## src/rtl/fifo_uart_tx.sv

```systemverilog
// FIFO-fed asynchronous serial transmitter: 8N1 frames, LSB first, idle-high line.
// Define FIFO_UART_TX_PARITY_EN to insert an even-parity bit between data and stop.
module fifo_uart_tx #(
  parameter int CLKS_PER_BIT = 16
) (
  input  logic       CLOCK,
  input  logic       RESET,
  input  logic       ENABLE,
  input  logic       F_EMPTY_N,
  input  logic [7:0] FIFO_DATA,
  output logic       READ,
  output logic       TX,
  output logic       BUSY
);

  localparam int CNT_W = $clog2(CLKS_PER_BIT);
  localparam logic [CNT_W-1:0] CNT_LAST = CNT_W'(CLKS_PER_BIT - 1);

  typedef enum logic [2:0] {
    IDLE,
    START,
    DATA,
`ifdef FIFO_UART_TX_PARITY_EN
    PARITY,
`endif
    STOP
  } state_t;

  state_t           state;
  logic [CNT_W-1:0] bit_cnt;
  logic [2:0]       bit_idx;
  logic [7:0]       shift_reg;
  logic             tx_q;
  logic             busy_q;
`ifdef FIFO_UART_TX_PARITY_EN
  logic             parity_q;
`endif

  // Pop is combinational so the FIFO head is consumed on the same edge it is latched.
  assign READ = (state == IDLE) && ENABLE && F_EMPTY_N && !RESET;
  assign TX   = tx_q;
  assign BUSY = busy_q;

  always_ff @(posedge CLOCK or posedge RESET) begin
    if (RESET) begin
      state     <= IDLE;
      bit_cnt   <= '0;
      bit_idx   <= '0;
      shift_reg <= '0;
      tx_q      <= 1'b1;
      busy_q    <= 1'b0;
`ifdef FIFO_UART_TX_PARITY_EN
      parity_q  <= 1'b0;
`endif
    end else begin
      case (state)
        IDLE: begin
          tx_q    <= 1'b1;
          bit_cnt <= '0;
          bit_idx <= '0;
          if (READ) begin
            shift_reg <= FIFO_DATA;
`ifdef FIFO_UART_TX_PARITY_EN
            parity_q  <= ^FIFO_DATA;
`endif
            tx_q      <= 1'b0;
            busy_q    <= 1'b1;
            state     <= START;
          end
        end
        START: begin
          if (bit_cnt == CNT_LAST) begin
            bit_cnt <= '0;
            tx_q    <= shift_reg[0];
            state   <= DATA;
          end else begin
            bit_cnt <= bit_cnt + 1'b1;
          end
        end
        DATA: begin
          if (bit_cnt == CNT_LAST) begin
            bit_cnt <= '0;
            if (bit_idx == 3'd7) begin
              bit_idx <= '0;
`ifdef FIFO_UART_TX_PARITY_EN
              tx_q    <= parity_q;
              state   <= PARITY;
`else
              tx_q    <= 1'b1;
              state   <= STOP;
`endif
            end else begin
              bit_idx   <= bit_idx + 3'd1;
              shift_reg <= {1'b0, shift_reg[7:1]};
              tx_q      <= shift_reg[1];
            end
          end else begin
            bit_cnt <= bit_cnt + 1'b1;
          end
        end
`ifdef FIFO_UART_TX_PARITY_EN
        PARITY: begin
          if (bit_cnt == CNT_LAST) begin
            bit_cnt <= '0;
            tx_q    <= 1'b1;
            state   <= STOP;
          end else begin
            bit_cnt <= bit_cnt + 1'b1;
          end
        end
`endif
        STOP: begin
          if (bit_cnt == CNT_LAST) begin
            bit_cnt <= '0;
            busy_q  <= 1'b0;
            state   <= IDLE;
          end else begin
            bit_cnt <= bit_cnt + 1'b1;
          end
        end
        default: begin
          tx_q   <= 1'b1;
          busy_q <= 1'b0;
          state  <= IDLE;
        end
      endcase
    end
  end

endmodule

```

## config.mk

```make
export PLATFORM = sky130hd
export DESIGN_NAME = fifo_uart_tx
export DESIGN_NICKNAME = d
export VERILOG_FILES = /design/src/rtl/fifo_uart_tx.sv
export SDC_FILE = /design/constraint.sdc
export NUM_CORES = 1
export LEC_CHECK = 0
export ABC_AREA = 1
export ABC_CLOCK_PERIOD_IN_PS = 4100
export CAP_MARGIN = 30
export CORE_ASPECT_RATIO = 0.8
export CORE_MARGIN = 2
export CORE_UTILIZATION = 57
export CTS_CLUSTER_SIZE = 16
export DETAILED_ROUTE_END_ITERATION = 8
export GPL_ROUTABILITY_DRIVEN = 0
export PLACE_DENSITY_LB_ADDON = 0.12
export REMOVE_ABC_BUFFERS = 1
export SLEW_MARGIN = 20
export SYNTH_ARGS = -nofsm -noshare
export SYNTH_HDL_FRONTEND = slang
export SYNTH_SLANG_ARGS = --single-unit
```

## constraint.sdc

```tcl
create_clock -name CLOCK -period 4.1 [get_ports CLOCK]
set_clock_uncertainty 0.15 [all_clocks]
set_input_delay 0.41 -clock CLOCK [delete_from_list [all_inputs] [get_ports CLOCK]]
set_output_delay 0.41 -clock CLOCK [all_outputs]
set_load 0.005 [all_outputs]
```

== Word-level counts from Yosys, hierarchy flattened ==
Index checks and enable logic that the tools add are counted.

* $lt $le $gt $ge: 0
* Reduce and logical (&&, ||, !) cells: 14
* Eq/ne operators: 11
* Multipliers: 0
* Divide/modulo/power cells: 0
* Shift-type cells: 0
* Add/subtract/negate cells: 2
* Bitwise operators: 2
* Mux-type cells: 23

{| class="wikitable"
|+ Operators with widths
! operator !! count
|-
| 2-to-1 mux 8 bit || 3
|-
| 2-to-1 mux 3 bit || 7
|-
| case mux 8 bit (2 select lines) || 1
|-
| inequality test 2 bit, second input constant || 6
|-
| case mux 3 bit (4 select lines) || 1
|-
| case mux 4 bit (2 select lines) || 1
|-
| equality test 3 x 2 -> 1 bit, second input constant || 2
|-
| 2-to-1 mux 1 bit || 6
|-
| case mux 3 bit (2 select lines) || 1
|-
| AND reduction 3 bit || 2
|-
| AND reduction 5 bit || 1
|-
| adder 4 x 1 -> 4 bit, second input constant || 1
|-
| equality test 4 bit, second input constant || 1
|-
| 2-to-1 mux 4 bit || 1
|-
| case mux 1 bit (4 select lines) || 1
|-
| AND reduction 4 bit || 1
|-
| nonzero test 2 bit || 2
|-
| adder 3 x 1 -> 3 bit, second input constant || 1
|-
| equality test 3 x 1 -> 1 bit, second input constant || 1
|-
| equality test 3 bit, second input constant || 1
|-
| logical AND 1 bit || 3
|-
| logical NOT 3 bit || 1
|-
| case mux 1 bit (3 select lines) || 1
|-
| OR reduction 3 bit || 1
|-
| 4 further kinds || 5
|}

* Word-level logic and storage cells: 58
* Latch bits: 0
* Bits in writable memories: 0
* ROM bits: 0
* Output and inout bits: 3
* Flip-flop bits (word level): 20
* Bits of input ports: 12
* Memories kept: 0

== Longest topological paths before layout ==
Gate-level depths: netlist (run 1).

* Word-level depth: 6
* Depth in mapped cells: 9
* Mapped depth without buffers: 8

== Least setup slack after synthesis (run 1) ==
Ideal clock, no wire load.

* Path kind: register to register
* From: reg bit_idx[0]
* To: reg shift_reg[0]
* Cell stages (with the launch flop): 8
* Library setup time: 0.122 ns
* Data required time: 3.828 ns
* Setup slack: 2.505 ns
* Path buffers: 1
* Clock period less this slack: 1.595 ns
* Data arrival time: 1.324 ns
* Cell sequence: dfrtp_1 ha_1 ha_1 o21ai_2 nand3_4 buf_6 nand2_2 o21ai_2

* Word-level cells in the longest chain between the ends: 3

{| class="wikitable"
|+ Ends and longest elaborated chain
! element !! line !! source
|-
| start: declaration || 31 || <nowiki>logic [2:0] bit_idx;</nowiki>
|-
| start signal: assignment || 93 || <nowiki>bit_idx <= bit_idx + 3'd1;</nowiki>
|-
| equality test 3 bit || 83 || <nowiki>if (bit_idx == 3'd7) begin</nowiki>
|-
| inequality test 2 bit (no source line) || - ||
|-
| AND reduction 4 bit (no source line) || - ||
|-
| end signal: assignment || 94 || <nowiki>shift_reg <= {1'b0, shift_reg[7:1]};</nowiki>
|-
| end: declaration || 32 || <nowiki>logic [7:0] shift_reg;</nowiki>
|}

No other way between the ends.
A chain may end at the register's enable or synchronous reset.

== Worst setup path after layout (run 1) ==
* From: reg state[0]
* To: out READ

* Word-level cells in the longest chain between the ends: 4

{| class="wikitable"
|+ Ends and longest elaborated chain
! element !! line !! source
|-
| start: declaration || 29 || <nowiki>state_t state;</nowiki>
|-
| start signal: assignment || 46 || <nowiki>state <= IDLE;</nowiki>
|-
| start signal: assignment || 68 || <nowiki>state <= START;</nowiki>
|-
| start signal: assignment || 75 || <nowiki>state <= DATA;</nowiki>
|-
| logical NOT 3 bit || 40 || <nowiki>assign READ = (state == IDLE) && ENABLE && F_EMPTY_N && !RESET;</nowiki>
|-
| logical AND 1 bit (3 in a row) || 40 ||
|-
| end: declaration || 11 || <nowiki>output logic READ,</nowiki>
|}

No other way between the ends.

==> impl_metrics.env, run 1 <==
export IMPL_critPathKind="reg2out"
export IMPL_vias=821
export IMPL_ys_seq_area_share_pct=42.3
export IMPL_drive_above_1_share_pct=14.9
export IMPL_synth_cells=118
export IMPL_final_cells=158
export IMPL_grt_use_total_pct=21.2
export IMPL_ctsHoldBuffers=0
export IMPL_utilization_pct=69.6
export IMPL_power_internal_w=0.000518
export IMPL_worst_r2r_endpoint="shift_reg[5]$_DFFE_PP0P_"
export IMPL_ant_nets=0
export IMPL_grt_pass1_vias=830
export IMPL_finalSetupViolCount=0
export IMPL_drt_total_wl_mm=1.97
export IMPL_critPathArrivalTime_ns=2.00
export IMPL_antenna_found_initial=0
export IMPL_dp_cells=154
export IMPL_start_util_pct=60.1
export IMPL_max_stage_delay_ns=0.55
export IMPL_dieArea_um2=2350
export IMPL_syn_avg_cell_area_um2=9.55
export IMPL_reg2reg_depth=7
export IMPL_synthMostInstantiatedCell="nand2_1"
export IMPL_async_reset_ff_share_pct=100
export IMPL_synth_common_cells="nand2_1, dfrtp_1, inv_1"
export IMPL_ys_ff_latch=19
export IMPL_first_pass_iters=4
export IMPL_fp_dieW_um=53.7
export IMPL_cts_inserted_buffers=3
export IMPL_reg2reg_slack_ns=1.91
export IMPL_fin_area_um2=1310
export IMPL_ys_flop_type="dfrtp_1"
export IMPL_path_cells="inv_1 -> ha_1 -> inv_1 -> nor3_1 -> clkdlybuf4s50_1"
export IMPL_clock_path_buffers=2
export IMPL_holdWs_ns=0.344
export IMPL_status="finished, final reports clean"
export IMPL_grt_ovfl_total=0
export IMPL_startpoint="state[0]$_DFFE_PP0P_"
export IMPL_netlist_area_um2=1130
export IMPL_drc=0
export IMPL_largest_reg_flops=8
export IMPL_critPathSlowestCell="clkdlybuf4s50_1"
export IMPL_cts_resized=0
export IMPL_grt_max_degree=20
export IMPL_diodes=0
export IMPL_hold_viol_final=0
export IMPL_wl_per_cell_um=12.5
export IMPL_cp_common_cell="inv_1"
export IMPL_core_area_um2=1870
export IMPL_clkPwrFrac_pct=10.1
export IMPL_ir_drop_v=0.000413
export IMPL_row_count=14
export IMPL_regToRegStartpoint="state[0]$_DFFE_PP0P_"
export IMPL_worstSkewPairLatency_ns=0.30
export IMPL_hold_path_class="reg2reg"
export IMPL_worstPathMaxFanout=5
export IMPL_clockRootBuffer="clkbuf_4"
export IMPL_max_cap_violations=0
export IMPL_yosys_warnings=0
export IMPL_min_period_ns=2.56
export IMPL_p_seq_share_pct=35.7
export IMPL_fin_nets=156
export IMPL_synth_edff_count=0
export IMPL_grt_first_pass_wirelength_mm=3.62
export IMPL_cp_endpoint="READ"
export IMPL_cts_sinks=19
export IMPL_synth_top_area_share_pct=40.0
export IMPL_hpwl_mm=1.52
export IMPL_portBuffers=14
export IMPL_ioPinCount=15
export IMPL_netlist_cell_type_count=24
export IMPL_leakage_nw=0.605
export IMPL_slew_viol_final=0
export IMPL_post_cts_buffers=0
export IMPL_path_clk_slew_ns=0.11
export IMPL_worstMarginPinSlew_ns=0.719
export IMPL_first_iter_violations=27
export IMPL_cp_start_kind="flop"
export IMPL_min_period_over_period_pct=62.5
export IMPL_htreeDepth=1
export IMPL_cp_end_kind="output pin"
export IMPL_place_area_um2=1280
export IMPL_cts_tree="done"
export IMPL_combinationalPowerShare_pct=54.2
export IMPL_powerDensity_nw_per_um2=715
export IMPL_hold_path_depth=2
export IMPL_viasPerCell=5.20
export IMPL_switching_share_pct=44.5
export IMPL_max_freq_mhz=390
export IMPL_critPathRequiredTime_ns=3.54
export IMPL_dieHeight_um=43.8
export IMPL_areaGrowthSynthToFinish_pct=15.8
export IMPL_rsz0062_at_grt="false"
export IMPL_synth_top_area_cell="dfrtp_1"
export IMPL_synth_area_top_cells="dfrtp_1, ha_1, nand2_1"
export IMPL_setup_tns_ns=0
export IMPL_relSlewSlack_pct=52.0
export IMPL_p_switching_w=0.000415
-- critical path, delay by kind of cell, from the launching register on --
family                     cells  cell delay [ns]
DFF                            1             0.43
buffers and inverters          3             0.78
adders and majority gates      1             0.30
and+or+nand+nor                1             0.19
-- power groups by stage --
stage	Clock (W)	Combinational (W)	Sequential, W
global placement	0	0.000488	0.000332
detailed placement	0	0.000509	0.000338
CTS	0.0000998	0.000512	0.000334
finish	0.0000944	0.000506	0.000333
global route	0.000110	0.000581	0.000344
floorplan	0	0.000401	0.000323
-- placed cells by master (no fill, tap or decap) --
master | synthesis | routed
nand2_4 | 1 | 1
nand3_1 | 3 | 3
clkbuf_1 | 0 | 1
a22o_1 | 1 | 1
nor2_1 | 2 | 2
o21bai_1 | 1 | 1
xor2_1 | 1 | 1
ha_1 | 9 | 9
clkdlybuf4s50_1 | 0 | 14
mux2i_1 | 7 | 7
nand4_1 | 4 | 4
nor3_1 | 1 | 1
dfstp_2 | 1 | 1
o31ai_1 | 1 | 1
o21ai_2 | 9 | 9
clkbuf_4 | 0 | 3
inv_2 | 1 | 1
o21ai_0 | 10 | 10
dfrtp_1 | 18 | 18
inv_1 | 11 | 11
a21oi_1 | 2 | 2
nand3_4 | 2 | 2
nand2_2 | 2 | 2
nand2_1 | 28 | 28
o21ai_4 | 1 | 1
-- stage by stage --
step	setup WS, ns	total power [W]
after floorplan	2.21	0.000724
after global placement	1.93	0.000820
after global routing	1.38	0.00103
final	1.54	0.000933
after detailed placement	1.85	0.000846
after CTS	1.51	0.000945
-- how the worst min path moves through the flow --
stage | startpoint | to | slack [ns]
after global placement | TX$_DFFE_PP1P_ | TX$_DFFE_PP1P_ | 0.31
after floorplan | RESET | BUSY$_DFFE_PP0P_ | 0.21
after CTS | shift_reg[4]$_DFFE_PP0P_ | shift_reg[4]$_DFFE_PP0P_ | 0.35
after global routing | shift_reg[5]$_DFFE_PP0P_ | shift_reg[5]$_DFFE_PP0P_ | 0.37
after detailed placement | shift_reg[4]$_DFFE_PP0P_ | shift_reg[4]$_DFFE_PP0P_ | 0.32
final | shift_reg[4]$_DFFE_PP0P_ | shift_reg[4]$_DFFE_PP0P_ | 0.34
-- metal layers --
| layer | GRT usage [%] | wire [um] | vias up |
|---|---|---|---|
| met5 | 0 | 0 | - |
| met4 | 4.62 | 13 | 0 |
| met3 | 7.93 | 81 | 2 |
| met2 | 34.1 | 909 | 15 |
| met1 | 27.1 | 968 | 378 |
| li1 | - | - | 426 |
-- final cells by class --
| class | instances | area, um2 |
|---|---|---|
| multi-input cells | 85 | 587 |
| fillers | 152 | 569 |
| flip-flops and latches | 19 | 477 |
| repair buffers | 14 | 140 |
| inverters | 12 | 45.0 |
| well taps | 24 | 30.0 |
| clock buffers | 4 | 26.3 |
-- kinds of logic (layout without fill, tap and decap cells) --
kind of cell / Yosys count / in the layout / synth area share, %
XOR/XNOR: 1 / 1 / 0.777
multiplexers: 7 / 7 / 6.22
buffers and inverters: 14 / 30 / 5.66
adder cells (fa/ha/maj): 9 / 9 / 9.99
AND/OR/NAND/NOR: 43 / 43 / 19.2
AO/OA/AOI/OAI: 25 / 25 / 15.9
flip-flops: 19 / 19 / 42.3
(Power assumes the default switching activity.)
==> inputs of run 2 (changes only) <==
--- a/config.mk
+++ b/config.mk
@@ -6,11 +6,11 @@
 export NUM_CORES = 1
 export LEC_CHECK = 0
 export ABC_AREA = 1
-export ABC_CLOCK_PERIOD_IN_PS = 4100
+export ABC_CLOCK_PERIOD_IN_PS = 2400
 export CAP_MARGIN = 30
 export CORE_ASPECT_RATIO = 0.8
 export CORE_MARGIN = 2
-export CORE_UTILIZATION = 57
+export CORE_UTILIZATION = 53
 export CTS_CLUSTER_SIZE = 16
 export DETAILED_ROUTE_END_ITERATION = 8
 export GPL_ROUTABILITY_DRIVEN = 0
==> constraint.sdc (replaced) <==
create_clock -name CLOCK -period 2.4 [get_ports CLOCK]
set_clock_uncertainty 0.15 [all_clocks]
set_input_delay 0.24 -clock CLOCK [delete_from_list [all_inputs] [get_ports CLOCK]]
set_output_delay 0.24 -clock CLOCK [all_outputs]
set_load 0.005 [all_outputs]
==> run 2 against run 1 <==
  * Clock power increased by 74%
  * Non-clock buffer count increased by 2
  * Wire length increased by 4.4%
  * Final area increased by 1.3%
  * Sequential share of layout area decreased by 0.48 points
  * Cell count increased by 1.3%
  * Critical path depth unchanged
  * Die area increased by 6.9%
  * Sequential power increased by 70%
  * Flip-flop and latch count unchanged
  * Hold slack got worse by 0.030 ns
  * Global-route usage decreased by 2.0 points
  * Critical path type unchanged
  * Largest power group unchanged
==> impl_metrics.env, run 2 (same netlist as run 1, synthesis figures left out) <==
export IMPL_core_area_um2=1940
export IMPL_antenna_found_initial=0
export IMPL_first_pass_iters=4
export IMPL_cp_common_cell="inv_1"
export IMPL_setup_tns_ns=0
export IMPL_fin_nets=158
export IMPL_grt_use_total_pct=19.2
export IMPL_diodes=0
export IMPL_min_period_over_period_pct=94.3
export IMPL_critPathKind="reg2out"
export IMPL_ir_drop_v=0.000837
export IMPL_ant_nets=0
export IMPL_max_freq_mhz=442
export IMPL_dieHeight_um=45.3
export IMPL_cp_end_kind="output pin"
export IMPL_cp_start_kind="flop"
export IMPL_vias=845
export IMPL_largest_reg_flops=8
export IMPL_start_util_pct=58.0
export IMPL_dieArea_um2=2510
export IMPL_clkPwrFrac_pct=10.0
export IMPL_regToRegStartpoint="state[0]$_DFFE_PP0P_"
export IMPL_drive_above_1_share_pct=16.9
export IMPL_combinationalPowerShare_pct=55.4
export IMPL_seq_area_um2=477
export IMPL_clock_path_buffers=2
export IMPL_critPathArrivalTime_ns=1.87
export IMPL_worstMarginPinSlew_ns=0.721
export IMPL_worstSkewPairLatency_ns=0.30
export IMPL_first_iter_violations=24
export IMPL_rsz0062_at_grt="false"
export IMPL_grt_ovfl_total=0
export IMPL_max_stage_delay_ns=0.52
export IMPL_layout_commonest_cell="nand2_1"
export IMPL_p_switching_w=0.000728
export IMPL_fp_dieW_um=55.6
export IMPL_cts_inserted_buffers=3
export IMPL_row_count=14
export IMPL_power_internal_w=0.000905
export IMPL_hpwl_mm=1.58
export IMPL_cts_sinks=19
export IMPL_path_clk_slew_ns=0.11
export IMPL_cpLargestDelayFamily="buffers and inverters"
export IMPL_drt_total_wl_mm=2.06
export IMPL_cts_tree="done"
export IMPL_drc=0
export IMPL_reg2reg_slack_ns=0.54
export IMPL_areaGrowthSynthToFinish_pct=17.3
export IMPL_switching_share_pct=44.6
export IMPL_htreeDepth=1
export IMPL_p_seq_share_pct=34.6
export IMPL_mostFrequentLayoutCells="nand2_1, dfrtp_1, clkdlybuf4s50_1"
export IMPL_relSlewSlack_pct=51.9
export IMPL_path_cells="inv_1 -> ha_2 -> inv_1 -> nor3_1 -> clkdlybuf4s50_1"
export IMPL_viasPerCell=5.28
export IMPL_min_period_ns=2.26
export IMPL_multiInputGateArea_um2=589
export IMPL_worstPathMaxFanout=5
export IMPL_clockRootBuffer="clkbuf_4"
export IMPL_slew_viol_final=0
export IMPL_ioPinCount=15
export IMPL_power_w=0.00163
export IMPL_critPathRequiredTime_ns=2.01
export IMPL_grt_first_pass_wirelength_mm=3.59
export IMPL_finalSetupViolCount=0
export IMPL_reg2reg_depth=9
export IMPL_critPathSlowestCell="clkdlybuf4s50_1"
export IMPL_leakage_nw=0.614
export IMPL_powerDensity_nw_per_um2=1230
export IMPL_n_fill_cell=144
export IMPL_crit_buf_inv=3
export IMPL_status="finished, final reports clean"
export IMPL_hold_path_class="in2async"
export IMPL_wl_per_cell_um=12.9
export IMPL_hold_viol_final=0
export IMPL_worst_r2r_endpoint="shift_reg[6]$_DFFE_PP0P_"
export IMPL_max_cap_violations=0
export IMPL_grt_max_degree=20
export IMPL_grt_pass1_vias=818
export IMPL_portBuffers=14
run 2: worst max-delay path by stage:
stage,startpoint,end,cells past startpoint
6_report,state[0]$_DFFE_PP0P_,READ,5
5_1_grt,state[0]$_DFFE_PP0P_,READ,5
4_1_cts,state[0]$_DFFE_PP0P_,READ,5
3_5_place_dp,state[0]$_DFFE_PP0P_,READ,5
3_3_place_gp,state[0]$_DFFE_PP0P_,READ,5
2_1_floorplan,state[0]$_DFFE_PP0P_,shift_reg[1]$_DFFE_PP0P_,7
run 2: per-stage QoR:
| step | utilization (%) | setup WS, ns | instance area [um2] | hold slack (ns) | cells |
|---|---|---|---|---|---|
| 2_1_floorplan | - | 0.505 | 1110 | 0.0404 | 116 |
| 3_3_place_gp | 66.5 | 0.458 | 1290 | 0.315 | 156 |
| 3_5_place_dp | 66.5 | 0.381 | 1290 | 0.319 | 156 |
| 4_1_cts | 67.9 | 0.0460 | 1320 | 0.339 | 160 |
| 5_1_grt | 68.0 | 0.0412 | 1320 | 0.358 | 160 |
| 6_report | 68.0 | 0.137 | 1320 | 0.314 | 160 |
run 2: power by group through the flow:
| stage | Combinational, W | Clock [W] | Sequential (W) |
|---|---|---|---|
| after detailed placement | 0.000899 | 0 | 0.000573 |
| final | 0.000904 | 0.000164 | 0.000565 |
| after global placement | 0.000870 | 0 | 0.000564 |
| after global routing | 0.00102 | 0.000181 | 0.000585 |
| after CTS | 0.000906 | 0.000169 | 0.000566 |
| after floorplan | 0.000685 | 0 | 0.000553 |
run 2: per-layer routing:
layer	share of wire [%]	track usage (%)
met1	50	23.9
met3	4.0	6.30
met4	1.5	7.32
met5	0	0
met2	45	31.9
run 2: repair_timing:
action / 4_1_cts / 5_1_grt
resized for setup: 0 / 1
setup buffers: 0 / 0
hold buffers: 0 / 0
endpoints found under the setup margin: 0 / 1
run 2: cell type report:
cell class	count	area share, %
Clock buffer	4	1.99
Inverter	12	3.41
Multi-Input combinational cell	85	44.6
Sequential cell	19	36.0
Tap cell	24	2.27
Timing Repair Buffer	16	11.7
